===== config.mk =====
export PLATFORM = sky130hd
export DESIGN_NAME = ad_dual_capture
export DESIGN_NICKNAME = d
export VERILOG_FILES = /design/src/rtl/ad_dual_capture.sv
export SDC_FILE = /design/constraint.sdc
export NUM_CORES = 1
export LEC_CHECK = 0
export BUFFER_PORTS_ARGS = -buffer_cell sky130_fd_sc_hd__buf_2
export CAP_MARGIN = 5
export CORE_ASPECT_RATIO = 0.6
export CORE_MARGIN = 8
export CORE_UTILIZATION = 48
export DETAILED_ROUTE_END_ITERATION = 10
export HOLD_SLACK_MARGIN = 0.02
export MAX_ROUTING_LAYER = met4
export PLACE_DENSITY_LB_ADDON = 0.3
export SYNTH_ARGS = -nofsm -noshare
export SYNTH_HDL_FRONTEND = slang
export SYNTH_SLANG_ARGS = --single-unit

===== constraint.sdc =====
create_clock -name clk_20M -period 3.4 [get_ports clk_20M]
set_input_delay 0.51 -clock clk_20M [delete_from_list [all_inputs] [get_ports clk_20M]]
set_output_delay 0.51 -clock clk_20M [all_outputs]
set_load 0.03 [all_outputs]

===== src/rtl/ad_dual_capture.sv =====
// Dual 10-bit ADC front-end: sequences output-enables through warm-up and pipeline flush,
// captures both channels with aligned OTR flags, decimates, and counts OTR events.
module ad_dual_capture #(
    parameter int DW         = 10,
    parameter int WARMUP_CYC = 200,
    parameter int FLUSH_CYC  = 6,
    parameter int DECIM_W    = 8,
    parameter int OTR_CNT_W  = 16
) (
    input  logic                 clk_20M,
    input  logic                 rst,
    input  logic                 en,
    input  logic [DECIM_W-1:0]   decim,
    input  logic                 otr_clr,
    input  logic [DW-1:0]        adc1_pin,
    input  logic [DW-1:0]        adc2_pin,
    input  logic                 otr1_pin,
    input  logic                 otr2_pin,
    output logic                 ad1oe,
    output logic                 ad2oe,
    output logic [DW-1:0]        ad_data1,
    output logic [DW-1:0]        ad_data2,
    output logic                 OTR1,
    output logic                 OTR2,
    output logic                 data_valid,
    output logic                 ready,
    output logic [OTR_CNT_W-1:0] otr1_cnt,
    output logic [OTR_CNT_W-1:0] otr2_cnt
);

    localparam int CNT_MAX = (WARMUP_CYC > FLUSH_CYC) ? WARMUP_CYC : FLUSH_CYC;
    localparam int CNT_W   = $clog2(CNT_MAX + 1);
    localparam logic [CNT_W-1:0] WARM_LAST  = CNT_W'(WARMUP_CYC - 1);
    localparam logic [CNT_W-1:0] FLUSH_LAST = CNT_W'(FLUSH_CYC - 1);

    typedef enum logic [1:0] {
        IDLE  = 2'd0,
        WARM  = 2'd1,
        FLUSH = 2'd2,
        RUN   = 2'd3
    } state_t;

    state_t               state_q, state_d;
    logic [CNT_W-1:0]     cnt_q, cnt_d;
    logic [DECIM_W-1:0]   dcnt_q, dcnt_d;

    logic [DW-1:0]        adc1_r1_q, adc2_r1_q;
    logic                 otr1_r1_q, otr2_r1_q;

    logic                 oe_q, oe_d;
    logic                 ready_q, ready_d;
    logic                 dv_q, dv_d;
    logic [DW-1:0]        data1_q, data1_d, data2_q, data2_d;
    logic                 otr1_q, otr1_d, otr2_q, otr2_d;
    logic [OTR_CNT_W-1:0] otr1_cnt_q, otr1_cnt_d, otr2_cnt_q, otr2_cnt_d;

    // Pin capture stage: free-running so it can pack into the I/O flops.
    always_ff @(posedge clk_20M) begin
        adc1_r1_q <= adc1_pin;
        adc2_r1_q <= adc2_pin;
        otr1_r1_q <= otr1_pin;
        otr2_r1_q <= otr2_pin;
    end

    always_ff @(posedge clk_20M) begin
        if (rst) begin
            state_q    <= IDLE;
            cnt_q      <= '0;
            dcnt_q     <= '0;
            oe_q       <= 1'b1;
            ready_q    <= 1'b0;
            dv_q       <= 1'b0;
            data1_q    <= '0;
            data2_q    <= '0;
            otr1_q     <= 1'b0;
            otr2_q     <= 1'b0;
            otr1_cnt_q <= '0;
            otr2_cnt_q <= '0;
        end else begin
            state_q    <= state_d;
            cnt_q      <= cnt_d;
            dcnt_q     <= dcnt_d;
            oe_q       <= oe_d;
            ready_q    <= ready_d;
            dv_q       <= dv_d;
            data1_q    <= data1_d;
            data2_q    <= data2_d;
            otr1_q     <= otr1_d;
            otr2_q     <= otr2_d;
            otr1_cnt_q <= otr1_cnt_d;
            otr2_cnt_q <= otr2_cnt_d;
        end
    end

    always_comb begin
        state_d = state_q;
        cnt_d   = cnt_q;
        dcnt_d  = dcnt_q;
        if (!en) begin
            state_d = IDLE;
            cnt_d   = '0;
            dcnt_d  = '0;
        end else begin
            case (state_q)
                IDLE: begin
                    state_d = WARM;
                    cnt_d   = '0;
                end
                WARM: begin
                    if (cnt_q == WARM_LAST) begin
                        state_d = FLUSH;
                        cnt_d   = '0;
                    end else begin
                        cnt_d = cnt_q + CNT_W'(1);
                    end
                end
                FLUSH: begin
                    if (cnt_q == FLUSH_LAST) begin
                        state_d = RUN;
                        cnt_d   = '0;
                        dcnt_d  = '0;
                    end else begin
                        cnt_d = cnt_q + CNT_W'(1);
                    end
                end
                RUN: begin
                    // decim is only looked at on reload, so mid-period changes wait for the next strobe.
                    dcnt_d = (dcnt_q == '0) ? decim : dcnt_q - DECIM_W'(1);
                end
                default: begin
                    state_d = IDLE;
                    cnt_d   = '0;
                    dcnt_d  = '0;
                end
            endcase
        end
    end

    // Outputs are registered against state_d so OE and strobes land on the same edge as the state change.
    always_comb begin
        oe_d       = !((state_d == FLUSH) || (state_d == RUN));
        ready_d    = (state_d == RUN);
        dv_d       = (state_d == RUN) && (dcnt_d == '0);
        data1_d    = data1_q;
        data2_d    = data2_q;
        otr1_d     = otr1_q;
        otr2_d     = otr2_q;
        otr1_cnt_d = otr1_cnt_q;
        otr2_cnt_d = otr2_cnt_q;
        if (dv_d) begin
            data1_d = adc1_r1_q;
            data2_d = adc2_r1_q;
            otr1_d  = otr1_r1_q;
            otr2_d  = otr2_r1_q;
            if (otr1_r1_q && !(&otr1_cnt_q)) begin
                otr1_cnt_d = otr1_cnt_q + OTR_CNT_W'(1);
            end
            if (otr2_r1_q && !(&otr2_cnt_q)) begin
                otr2_cnt_d = otr2_cnt_q + OTR_CNT_W'(1);
            end
        end
        if (otr_clr) begin
            otr1_cnt_d = '0;
            otr2_cnt_d = '0;
        end
    end

    assign ad1oe      = oe_q;
    assign ad2oe      = oe_q;
    assign ad_data1   = data1_q;
    assign ad_data2   = data2_q;
    assign OTR1       = otr1_q;
    assign OTR2       = otr2_q;
    assign data_valid = dv_q;
    assign ready      = ready_q;
    assign otr1_cnt   = otr1_cnt_q;
    assign otr2_cnt   = otr2_cnt_q;

endmodule


; After elaboration in Yosys (flattened, before gate mapping)
; Index checks and enable logic that the tools add are counted.
[word_totals]
register_bits = 97
out_inout_bits = 58
word_cells = 56
[op_classes]
add_sub_neg = 4
eq_ne = 7
mux = 11
bitwise_logic = 1
n_reduce_logical = 17
[ops]
columns = op, n
row1 = $mux 8, 5
row2 = $add 16x1->16 const B, 2
row3 = $reduce_and 16->1, 2
row4 = $pmux 8 s3, 1
row5 = $logic_not 8->1, 2
row6 = $pmux 8 s2, 1
row7 = $add 8x1->8 const B, 1
row8 = $eq 2x2->1 const B, 4
row9 = $eq 8x3->1 const B, 1
row10 = $eq 8x8->1 const B, 1
row11 = $sub 8x1->8 const B, 1
row12 = $mux 2, 3
row13 = $pmux 2 s3, 1
row14 = $reduce_and 2->1, 2
row15 = $reduce_or 2->1, 2
row16 = $logic_and 1x1->1, 3
row17 = $logic_not 1->1, 3
row18 = $reduce_bool 3->1, 1
row19 = $eq 2x1->1 const B, 1
row20 = $logic_not 2->1, 1
row21 = $logic_or 1x1->1, 1
row22 = $not 1->1, 1

; Depth between registers and ports, before layout
; Gate-level depths: netlist (run 1).
[logic_depth]
ltp_word = 7
ltp_mapped = 13
mapped_depth_nobuf = 10

; Least setup slack after synthesis (run 1)
; OpenSTA, ideal clock, no wires.
[synth_path]
path_kind = register -> register
from = register dcnt_q[0]
to = register otr1_cnt_q[10] (netlist: otr1_cnt[10])
setup_time_ns = 0.132
arrival_ns = 2.773
t_required_ns = 3.268
setup_slack_ns = 0.494
stages_incl_launch_ff = 14
cell_sequence = dfxtp_1 inv_1 ha_1 or3b_2 or3_1 a21oi_1 a21o_1 nand2_1 or3_1 buf_2 buf_6 clkbuf_1 o21ai_0 a21oi_1
[synth_between]
elab_chain_len = 7
[synth_rtl]
columns = item, line
row1 = start: declaration, 45  ; logic [DECIM_W-1:0] dcnt_q, dcnt_d;
row2 = start signal: assignment, 82  ; dcnt_q <= dcnt_d;
row3 = $sub 8x1->8 / $logic_not 8->1 (equally long branches), 128  ; dcnt_d = (dcnt_q == '0) ? decim : dcnt_q - DECIM_W'(1);
row4 = $mux 8, 128
row5 = $pmux 8 s2 (*), 104  ; case (state_q)
row6 = $mux 8 (*), 99  ; if (!en) begin
row7 = $logic_not 8->1 (*), 143  ; dv_d = (state_d == RUN) && (dcnt_d == '0);
row8 = $logic_and 1x1->1 (*), 143
row9 = $reduce_and 2->1 (no line) (*), n/a
row10 = end signal: assignment, 90  ; otr1_cnt_q <= otr1_cnt_d;
row11 = end: declaration, 55  ; logic [OTR_CNT_W-1:0] otr1_cnt_q, otr1_cnt_d, otr2_cnt_q, otr2_cnt_d;
; Mark *: on every way between the ends. The rest lies on a longest branch, timed or not.
; A chain may end at the register's enable or synchronous reset.

; Final worst setup path (run 1)
[layout_path]
from = register dcnt_q[0]
to = register otr1_cnt_q[14] (netlist: otr1_cnt[14])
; The elaborated chain is that of the path after synthesis.

==> run_summary.xml, run 1 <==
<?xml version="1.0" encoding="UTF-8"?>
<metrics>
  <group name="placed_design">
    <metric name="gp_routability_congestion" unit="">0.925</metric>
    <metric name="hpwlAfterDp" unit="um">7560</metric>
    <metric name="port_buf_inserts" unit="">91</metric>
    <metric name="numPlacedInstances" unit="">647</metric>
    <metric name="placed_instance_area" unit="um2">4720</metric>
  </group>
  <group name="pwr">
    <metric name="power.switching_fraction" unit="%">21.4</metric>
    <metric name="max-vdd-ir-drop" unit="V">0.000261</metric>
    <metric name="p_per_area" unit="nW/um2">434</metric>
    <metric name="comb_power_share" unit="%">2.6</metric>
    <metric name="clockPowerShare" unit="%">44.4</metric>
    <metric name="total_power" unit="mW">2.18</metric>
    <metric name="netSwitchingPower" unit="mW">0.466</metric>
    <metric name="leakagePower" unit="nW">2.28</metric>
    <metric name="internal_power" unit="mW">1.71</metric>
    <metric name="sequentialPowerShare" unit="%">53.0</metric>
  </group>
  <group name="synth">
    <metric name="ranking_of_synthesized_cells_by_area" unit="">sky130_fd_sc_hd__dfxtp_1 47%, sky130_fd_sc_hd__mux2i_1 6.3%, sky130_fd_sc_hd__nor2_1 5.9%, sky130_fd_sc_hd__ha_1 3.6%, sky130_fd_sc_hd__a21oi_1 3.0%</metric>
    <metric name="synth_warnings" unit="">0</metric>
    <metric name="synthDistinctLibCells" unit="">58</metric>
    <metric name="synthesis.area" unit="um2">4140</metric>
    <metric name="asyncSetResetFlopFracSynth" unit="%">0</metric>
    <metric name="mappedNetlistNets" unit="">499</metric>
    <metric name="syn-instance-count" unit="">453</metric>
    <metric name="yosys.area.top_type_share" unit="%">46.9</metric>
    <metric name="synth_seq_cells" unit="">97</metric>
    <metric name="yosysSeqAreaShare" unit="%">46.9</metric>
    <metric name="postSynth.topFlopCell" unit="">sky130_fd_sc_hd__dfxtp_1</metric>
    <metric name="count_of_flip_flops_with_a_built_in_enable_after_synthesis" unit="">0</metric>
    <metric name="synth_largest_area_cell" unit="">sky130_fd_sc_hd__dfxtp_1</metric>
    <metric name="average_size_of_a_mapped_cell" unit="um2">9.13</metric>
  </group>
  <group name="floorplan">
    <metric name="die_x" unit="um">136</metric>
    <metric name="dieArea" unit="um2">11900</metric>
    <metric name="ioPinCount" unit="">92</metric>
    <metric name="dieHeight" unit="um">87.9</metric>
    <metric name="start_util" unit="%">49.1</metric>
    <metric name="placementRows" unit="">26</metric>
    <metric name="core" unit="um2">8430</metric>
  </group>
  <group name="setup_path">
    <metric name="critical_path_peak_fanout" unit="">26</metric>
    <metric name="worstSetupStartpoint" unit="">dcnt_q[0]$_SDFF_PP0_</metric>
    <metric name="worstSetupStartpointType" unit="">flop</metric>
    <metric name="crit_type" unit="">flop to flop</metric>
    <metric name="worst-endpoint-arrival" unit="ns">3.42</metric>
    <metric name="reg2reg_from" unit="">dcnt_q[0]$_SDFF_PP0_</metric>
    <metric name="cp_data_required_time" unit="ns">3.66</metric>
    <metric name="end_kind" unit="">flop</metric>
  </group>
  <group name="clock_network">
    <metric name="insertion_delay" unit="ns">0.33</metric>
    <metric name="cts_max_path_buffers" unit="">2</metric>
    <metric name="worst_setup_hold_path_clk_slew" unit="ns">0.07</metric>
    <metric name="number_of_cts_inserted_buffers" unit="">9</metric>
    <metric name="htree_levels" unit="">3</metric>
    <metric name="clock_sink_total" unit="">97</metric>
    <metric name="cts.root.buffer_cell" unit="">sky130_fd_sc_hd__clkbuf_16</metric>
    <metric name="cts_post_setup_buffers_inserted" unit="">0</metric>
    <metric name="tritoncts" unit="">yes</metric>
  </group>
  <group name="drt">
    <metric name="routed_wire_length_per_instance" unit="um">15.5</metric>
    <metric name="drt_drc_violations_left" unit="">0</metric>
    <metric name="vias_per_cell" unit="">5.56</metric>
    <metric name="detailedRoute.firstPassIterationCount" unit="">5</metric>
    <metric name="ant_nets" unit="">0</metric>
    <metric name="drt_first_iter_violations" unit="">213</metric>
    <metric name="totalWireLength" unit="um">10300</metric>
    <metric name="vias" unit="">3686</metric>
  </group>
  <group name="timing">
    <metric name="period_needed" unit="ns">3.17</metric>
    <metric name="final-setup-viol-count" unit="">0</metric>
    <metric name="number_of_pins_exceeding_their_max_slew_limit_in_the_final_report" unit="">0</metric>
    <metric name="max_clock_freq" unit="MHz">316</metric>
    <metric name="totalNegativeSetupSlack" unit="ns">0</metric>
    <metric name="min_period_over_period" unit="%">93.1</metric>
    <metric name="clock_skew" unit="ns">0.00647</metric>
    <metric name="timing.final.hold_violations" unit="">0</metric>
    <metric name="slew_headroom" unit="%">58.6</metric>
    <metric name="rsz0062_at_grt" unit="">false</metric>
    <metric name="worst-slew-pin-transition" unit="ns">0.621</metric>
    <metric name="timing.hold.ws" unit="ns">0.273</metric>
  </group>
  <group name="cells_and_area">
    <metric name="layout_common_cells" unit="">97 x sky130_fd_sc_hd__dfxtp_1, 91 x sky130_fd_sc_hd__buf_2, 65 x sky130_fd_sc_hd__nor2_1, 26 x sky130_fd_sc_hd__mux2i_1, 25 x sky130_fd_sc_hd__a21oi_1</metric>
    <metric name="flow.area_growth_from_synthesis" unit="%">21.6</metric>
    <metric name="final_net_count" unit="">592</metric>
    <metric name="finalInstanceArea" unit="um2">5030</metric>
    <metric name="drive_above_1_share" unit="%">23.8</metric>
    <metric name="layout.cells.non_filler" unit="">663</metric>
    <metric name="diodes_inserted" unit="">0</metric>
    <metric name="commonest_non_fill_non_tap_cell_in_the_layout" unit="">sky130_fd_sc_hd__dfxtp_1</metric>
    <metric name="n_fill_cell" unit="">742</metric>
  </group>
  <group name="global_routing">
    <metric name="grt_antenna_before_repair" unit="">0</metric>
    <metric name="grt_pass1_vias" unit="">3556</metric>
    <metric name="global_route.overflow_total" unit="">0</metric>
    <metric name="groute.usage.overall" unit="%">18.0</metric>
    <metric name="grt_max_degree" unit="">32</metric>
    <metric name="grt_pass1_wl" unit="um">17000</metric>
  </group>
  <group name="worst_hold_path">
    <metric name="hold_start" unit="">adc2_pin[6]</metric>
    <metric name="hold_path_class" unit="">input pin to flop</metric>
  </group>
  <group name="status">
    <metric name="outcome" unit="">complete, no violations</metric>
  </group>
  <group name="job">
    <metric name="drv.max_cap_violation_count" unit="">0</metric>
  </group>
</metrics>
state kept, by name, indices dropped and copies added (netlist names):
| register | count |
|---|---|
| otr1_cnt | 16 |
| otr2_cnt | 16 |
| ad_data1 | 10 |
| ad_data2 | 10 |
| adc1_r1_q | 10 |
| adc2_r1_q | 10 |
| cnt_q | 8 |
| dcnt_q | 8 |
| state_q | 2 |
| OTR1 | 1 |
| OTR2 | 1 |
| ad1oe | 1 |
| data_valid | 1 |
| otr1_r1_q | 1 |
| otr2_r1_q | 1 |
| ready | 1 |
cells by family after synthesis:
group,after synthesis,share of synthesized area (%)
and+or+nand+nor,186,23.2
DFF,97,46.9
AOI/OAI and AO/OA,79,12.3
buffers and inverters,35,3.78
muxes,27,6.56
xor gates and xnor gates,17,3.60
adders and majority gates,12,3.63
power groups by stage:
stage                     clock network (mW)  registers, mW  logic (mW)
after CTS                              0.987           1.16      0.0559
after global routing                    1.03           1.16      0.0630
final                                  0.969           1.16      0.0561
after detailed placement                   0           1.18      0.0555
after global placement                     0           1.18      0.0541
after floorplan                            0           1.18      0.0289
path summary, 6_finish.rpt:
kind | to | slack, ns | depth (start not counted)
max | otr1_cnt[14]$_SDFFE_PP0P_ | 0.23 | 11
max reg2reg | otr1_cnt[14]$_SDFFE_PP0P_ | 0.23 | 11
min | adc2_r1_q[6]$_DFF_P_ | 0.27 | 1
min reg2reg | ad_data1[9]$_SDFFE_PP0P_ | 0.46 | 2
final cells by class:
cell class | count | area [um2] | area share [%]
well taps | 112 | 140 | 2.79
inverters | 16 | 60.1 | 1.19
clock buffers | 11 | 253 | 5.02
clock inverters | 5 | 38.8 | 0.771
flip-flops and latches | 97 | 1940 | 38.6
multi-input cells | 321 | 2050 | 40.8
repair buffers | 101 | 543 | 10.8
layer usage:
metal / global-route usage [%] / vias up / part of all wire, %
met1: 22.9 / 1741 / 47
met4: 4.81 / 0 / 0.82
met3: 4.30 / 8 / 6.9
li1: - / 1793 / -
met5: - / - / 0
met2: 28.0 / 144 / 45
synthesized netlist by cell type, drive strengths merged, types with 12 or more instances:
master	count
mux2i	26
nand2	24
nor2	65
or3	18
ha	12
dfxtp	97
inv	16
o21ai	21
nand3	15
a21oi	25
metrics by stage:
| step | setup WS (ns) | utilization, % |
|---|---|---|
| finish | 0.235 | 59.7 |
| global route | 0.0568 | 59.7 |
| CTS | 0.0994 | 59.5 |
| detailed placement | 0.136 | 56.1 |
| global placement | 0.326 | 56.1 |
| floorplan | 0.494 | - |
repair_timing:
item                       in CTS  in global routing
hold buffers                    0                  0
setup endpoints to repair       0                 21
resized for setup               0                  4
critical path, cell delays in order (launching register included):
cell and delay (ns):
sky130_fd_sc_hd__dfxtp_1 0.37, sky130_fd_sc_hd__inv_1 0.13, sky130_fd_sc_hd__ha_2 0.23, sky130_fd_sc_hd__or3b_4 0.43, sky130_fd_sc_hd__o31ai_2 0.19, sky130_fd_sc_hd__a21oi_1 0.08, sky130_fd_sc_hd__nor4bb_1 0.28, sky130_fd_sc_hd__nand4_1 0.16
sky130_fd_sc_hd__or3_1 0.40, sky130_fd_sc_hd__buf_4 0.21, sky130_fd_sc_hd__or4_1 0.42, sky130_fd_sc_hd__a21oi_1 0.17
Note: power is estimated with default switching activity, not from simulation.
==> inputs of run 2 (changes only) <==
- HOLD_SLACK_MARGIN: 0.02 -> 0.1
- REMOVE_ABC_BUFFERS: default -> 1
- SETUP_SLACK_MARGIN: default -> 0.5
==> run 2 against run 1 <==
Sequential cell count is the same; non-clock buffer count up 15; hold slack lost 0.016 ns; wire length is 7.0% higher; clock skew increased by 0.0014 ns; core utilization is 4.5 points higher; clock-buffer cell count decreased by 2; clock power up 5%; sequential share of layout area is 2.4 points lower; first-iteration DRC count increased by 44%; worst setup slack better by 0.20 ns; critical path type unchanged; critical endpoint unchanged; largest power group unchanged.
==> run_summary.xml, run 2 (synthesis results as in run 1) <==
<?xml version="1.0" encoding="UTF-8"?>
<metrics>
  <group name="cells_and_area">
    <metric name="layout_common_cells" unit="">91 x sky130_fd_sc_hd__dfxtp_1, 91 x sky130_fd_sc_hd__buf_2, 64 x sky130_fd_sc_hd__nor2_1, 24 x sky130_fd_sc_hd__nand2_1, 24 x sky130_fd_sc_hd__mux2i_1</metric>
    <metric name="finalInstanceArea" unit="um2">5410</metric>
    <metric name="final_net_count" unit="">607</metric>
    <metric name="diodes_inserted" unit="">0</metric>
    <metric name="flow.area_growth_from_synthesis" unit="%">30.7</metric>
    <metric name="drive_above_1_share" unit="%">31.4</metric>
  </group>
  <group name="clock_network">
    <metric name="htree_levels" unit="">3</metric>
    <metric name="cts.root.buffer_cell" unit="">sky130_fd_sc_hd__clkbuf_16</metric>
    <metric name="insertion_delay" unit="ns">0.35</metric>
    <metric name="number_of_cts_inserted_buffers" unit="">9</metric>
    <metric name="clock_sink_total" unit="">97</metric>
    <metric name="worst_setup_hold_path_clk_slew" unit="ns">0.07</metric>
    <metric name="tritoncts" unit="">yes</metric>
    <metric name="cts_max_path_buffers" unit="">2</metric>
  </group>
  <group name="pwr">
    <metric name="leakagePower" unit="nW">2.40</metric>
    <metric name="max-vdd-ir-drop" unit="V">0.000353</metric>
    <metric name="p_per_area" unit="nW/um2">413</metric>
    <metric name="total_power" unit="mW">2.23</metric>
  </group>
  <group name="floorplan">
    <metric name="dieArea" unit="um2">11900</metric>
    <metric name="core" unit="um2">8430</metric>
    <metric name="die_x" unit="um">136</metric>
    <metric name="placementRows" unit="">26</metric>
    <metric name="ioPinCount" unit="">92</metric>
    <metric name="dieHeight" unit="um">87.9</metric>
    <metric name="start_util" unit="%">49.1</metric>
  </group>
  <group name="job">
    <metric name="drv.max_cap_violation_count" unit="">0</metric>
  </group>
  <group name="setup_path">
    <metric name="worst_path_largest_cell_delay" unit="ns">0.61</metric>
    <metric name="path_cells" unit="">or4_4, o31ai_4, a21oi_2, nor4bb_1, nand4_1, or3_4, buf_12, or4_4, a21oi_2</metric>
    <metric name="rr_worst_depth" unit="">9</metric>
    <metric name="crit_type" unit="">flop to flop</metric>
    <metric name="end_kind" unit="">flop</metric>
    <metric name="critical_path_peak_fanout" unit="">26</metric>
    <metric name="worstSetupStartpointType" unit="">flop</metric>
    <metric name="worst-endpoint-arrival" unit="ns">3.24</metric>
    <metric name="cp_data_required_time" unit="ns">3.68</metric>
    <metric name="crit_path_top_delay_cell" unit="">sky130_fd_sc_hd__or4_4</metric>
  </group>
  <group name="drt">
    <metric name="routed_wire_length_per_instance" unit="um">16.2</metric>
    <metric name="totalWireLength" unit="um">11000</metric>
    <metric name="drt_first_iter_violations" unit="">307</metric>
    <metric name="drt_drc_violations_left" unit="">0</metric>
    <metric name="detailedRoute.firstPassIterationCount" unit="">5</metric>
    <metric name="ant_nets" unit="">0</metric>
    <metric name="vias_per_cell" unit="">5.46</metric>
    <metric name="vias" unit="">3705</metric>
  </group>
  <group name="timing">
    <metric name="max_clock_freq" unit="MHz">337</metric>
    <metric name="worst-slew-pin-transition" unit="ns">0.628</metric>
    <metric name="number_of_pins_exceeding_their_max_slew_limit_in_the_final_report" unit="">0</metric>
    <metric name="rsz0062_at_grt" unit="">true</metric>
    <metric name="timing.final.hold_violations" unit="">0</metric>
    <metric name="slew_headroom" unit="%">58.2</metric>
    <metric name="period_needed" unit="ns">2.97</metric>
    <metric name="final-setup-viol-count" unit="">0</metric>
    <metric name="min_period_over_period" unit="%">87.2</metric>
    <metric name="clock_skew" unit="ns">0.00787</metric>
    <metric name="timing.hold.ws" unit="ns">0.257</metric>
  </group>
  <group name="global_routing">
    <metric name="grt_pass1_wl" unit="um">16900</metric>
    <metric name="grt_max_degree" unit="">32</metric>
    <metric name="global_route.overflow_total" unit="">0</metric>
    <metric name="grt_antenna_before_repair" unit="">0</metric>
    <metric name="groute.usage.overall" unit="%">18.2</metric>
    <metric name="grt_pass1_vias" unit="">3518</metric>
  </group>
  <group name="placed_design">
    <metric name="hpwlAfterDp" unit="um">7610</metric>
    <metric name="placed_instance_area" unit="um2">4690</metric>
    <metric name="port_buf_inserts" unit="">91</metric>
    <metric name="gp_routability_congestion" unit="">0.945</metric>
  </group>
  <group name="worst_hold_path">
    <metric name="worstHoldPathCells" unit="">1</metric>
    <metric name="hold_path_class" unit="">input pin to flop</metric>
  </group>
  <group name="status">
    <metric name="outcome" unit="">complete, no violations</metric>
  </group>
</metrics>
==> run 2: cell count changes in the layout (fill, tap and decap cells not counted), sizes merged <==
cell      previous run  this run
clkinv               3         4
inv                 17        19
clkinvlp             1         0
buf                101       114
==> run 2: timing repair <==
item                                    4_1_cts  5_1_grt
buffers inserted                             10        6
endpoints found under the hold margin         0        0
pin swaps                                     8       18
endpoints found under the setup margin       46       49
cloned                                        0        3
hold buffers                                  0        0
resized for setup                            26       30
==> run 2: per-stage QoR <==
step / cells / setup WS [ns] / TNS, ns / util, %
6_report: 678 / 0.434 / 0 / 64.2
5_1_grt: 678 / 0.355 / 0 / 64.2
4_1_cts: 669 / 0.499 / 0 / 61.5
3_5_place_dp: 643 / 0.203 / 0 / 55.7
3_3_place_gp: 643 / 0.246 / 0 / 55.7
2_1_floorplan: 434 / -0.552 / -5.09 / -
==> run 2: cell type report <==
type                            instances  area, um2
Fill cell                             677       3020
Inverter                               16       65.1
Clock inverter                          7       83.8
Clock buffer                            9        225
Timing Repair Buffer                  116        729
Tap cell                              112        140
Multi-Input combinational cell        321       2200
Sequential cell                        97       1960
==> run 2: path summary, 6_finish.rpt <==
path	from	end	slack [ns]
min reg2reg	adc1_r1_q[8]$_DFF_P_	ad_data1[8]$_SDFFE_PP0P_	0.46
max reg2reg	dcnt_q[5]$_SDFF_PP0_	otr1_cnt[14]$_SDFFE_PP0P_	0.43
max	dcnt_q[5]$_SDFF_PP0_	otr1_cnt[14]$_SDFFE_PP0P_	0.43
min	adc2_pin[5]	adc2_r1_q[5]$_DFF_P_	0.26
==> run 2: worst max-delay path, delay by kind of cell, from the launching register on <==
| kind | cells | cell delay, ns |
|---|---|---|
| buffers and inverters | 1 | 0.16 |
| flip-flops | 1 | 0.37 |
| AND/OR/NAND/NOR | 5 | 1.92 |
| AO/OA/AOI/OAI | 3 | 0.45 |
==> run 2: layer usage <==
| layer | vias up | routed length (um) | track usage, % |
|---|---|---|---|
| met5 | - | 0 | - |
| met2 | 140 | 4790 | 26.8 |
| met3 | 11 | 896 | 6.93 |
| met1 | 1725 | 5210 | 23.0 |
| li1 | 1829 | - | - |
| met4 | 0 | 82 | 4.51 |
==> run 2: report_power, final <==
group / total, mW / internal, mW / switching [mW]
Sequential: 1.15 / 1.15 / 0.00588
Combinational: 0.0618 / 0.0260 / 0.0358
Clock: 1.02 / 0.527 / 0.492
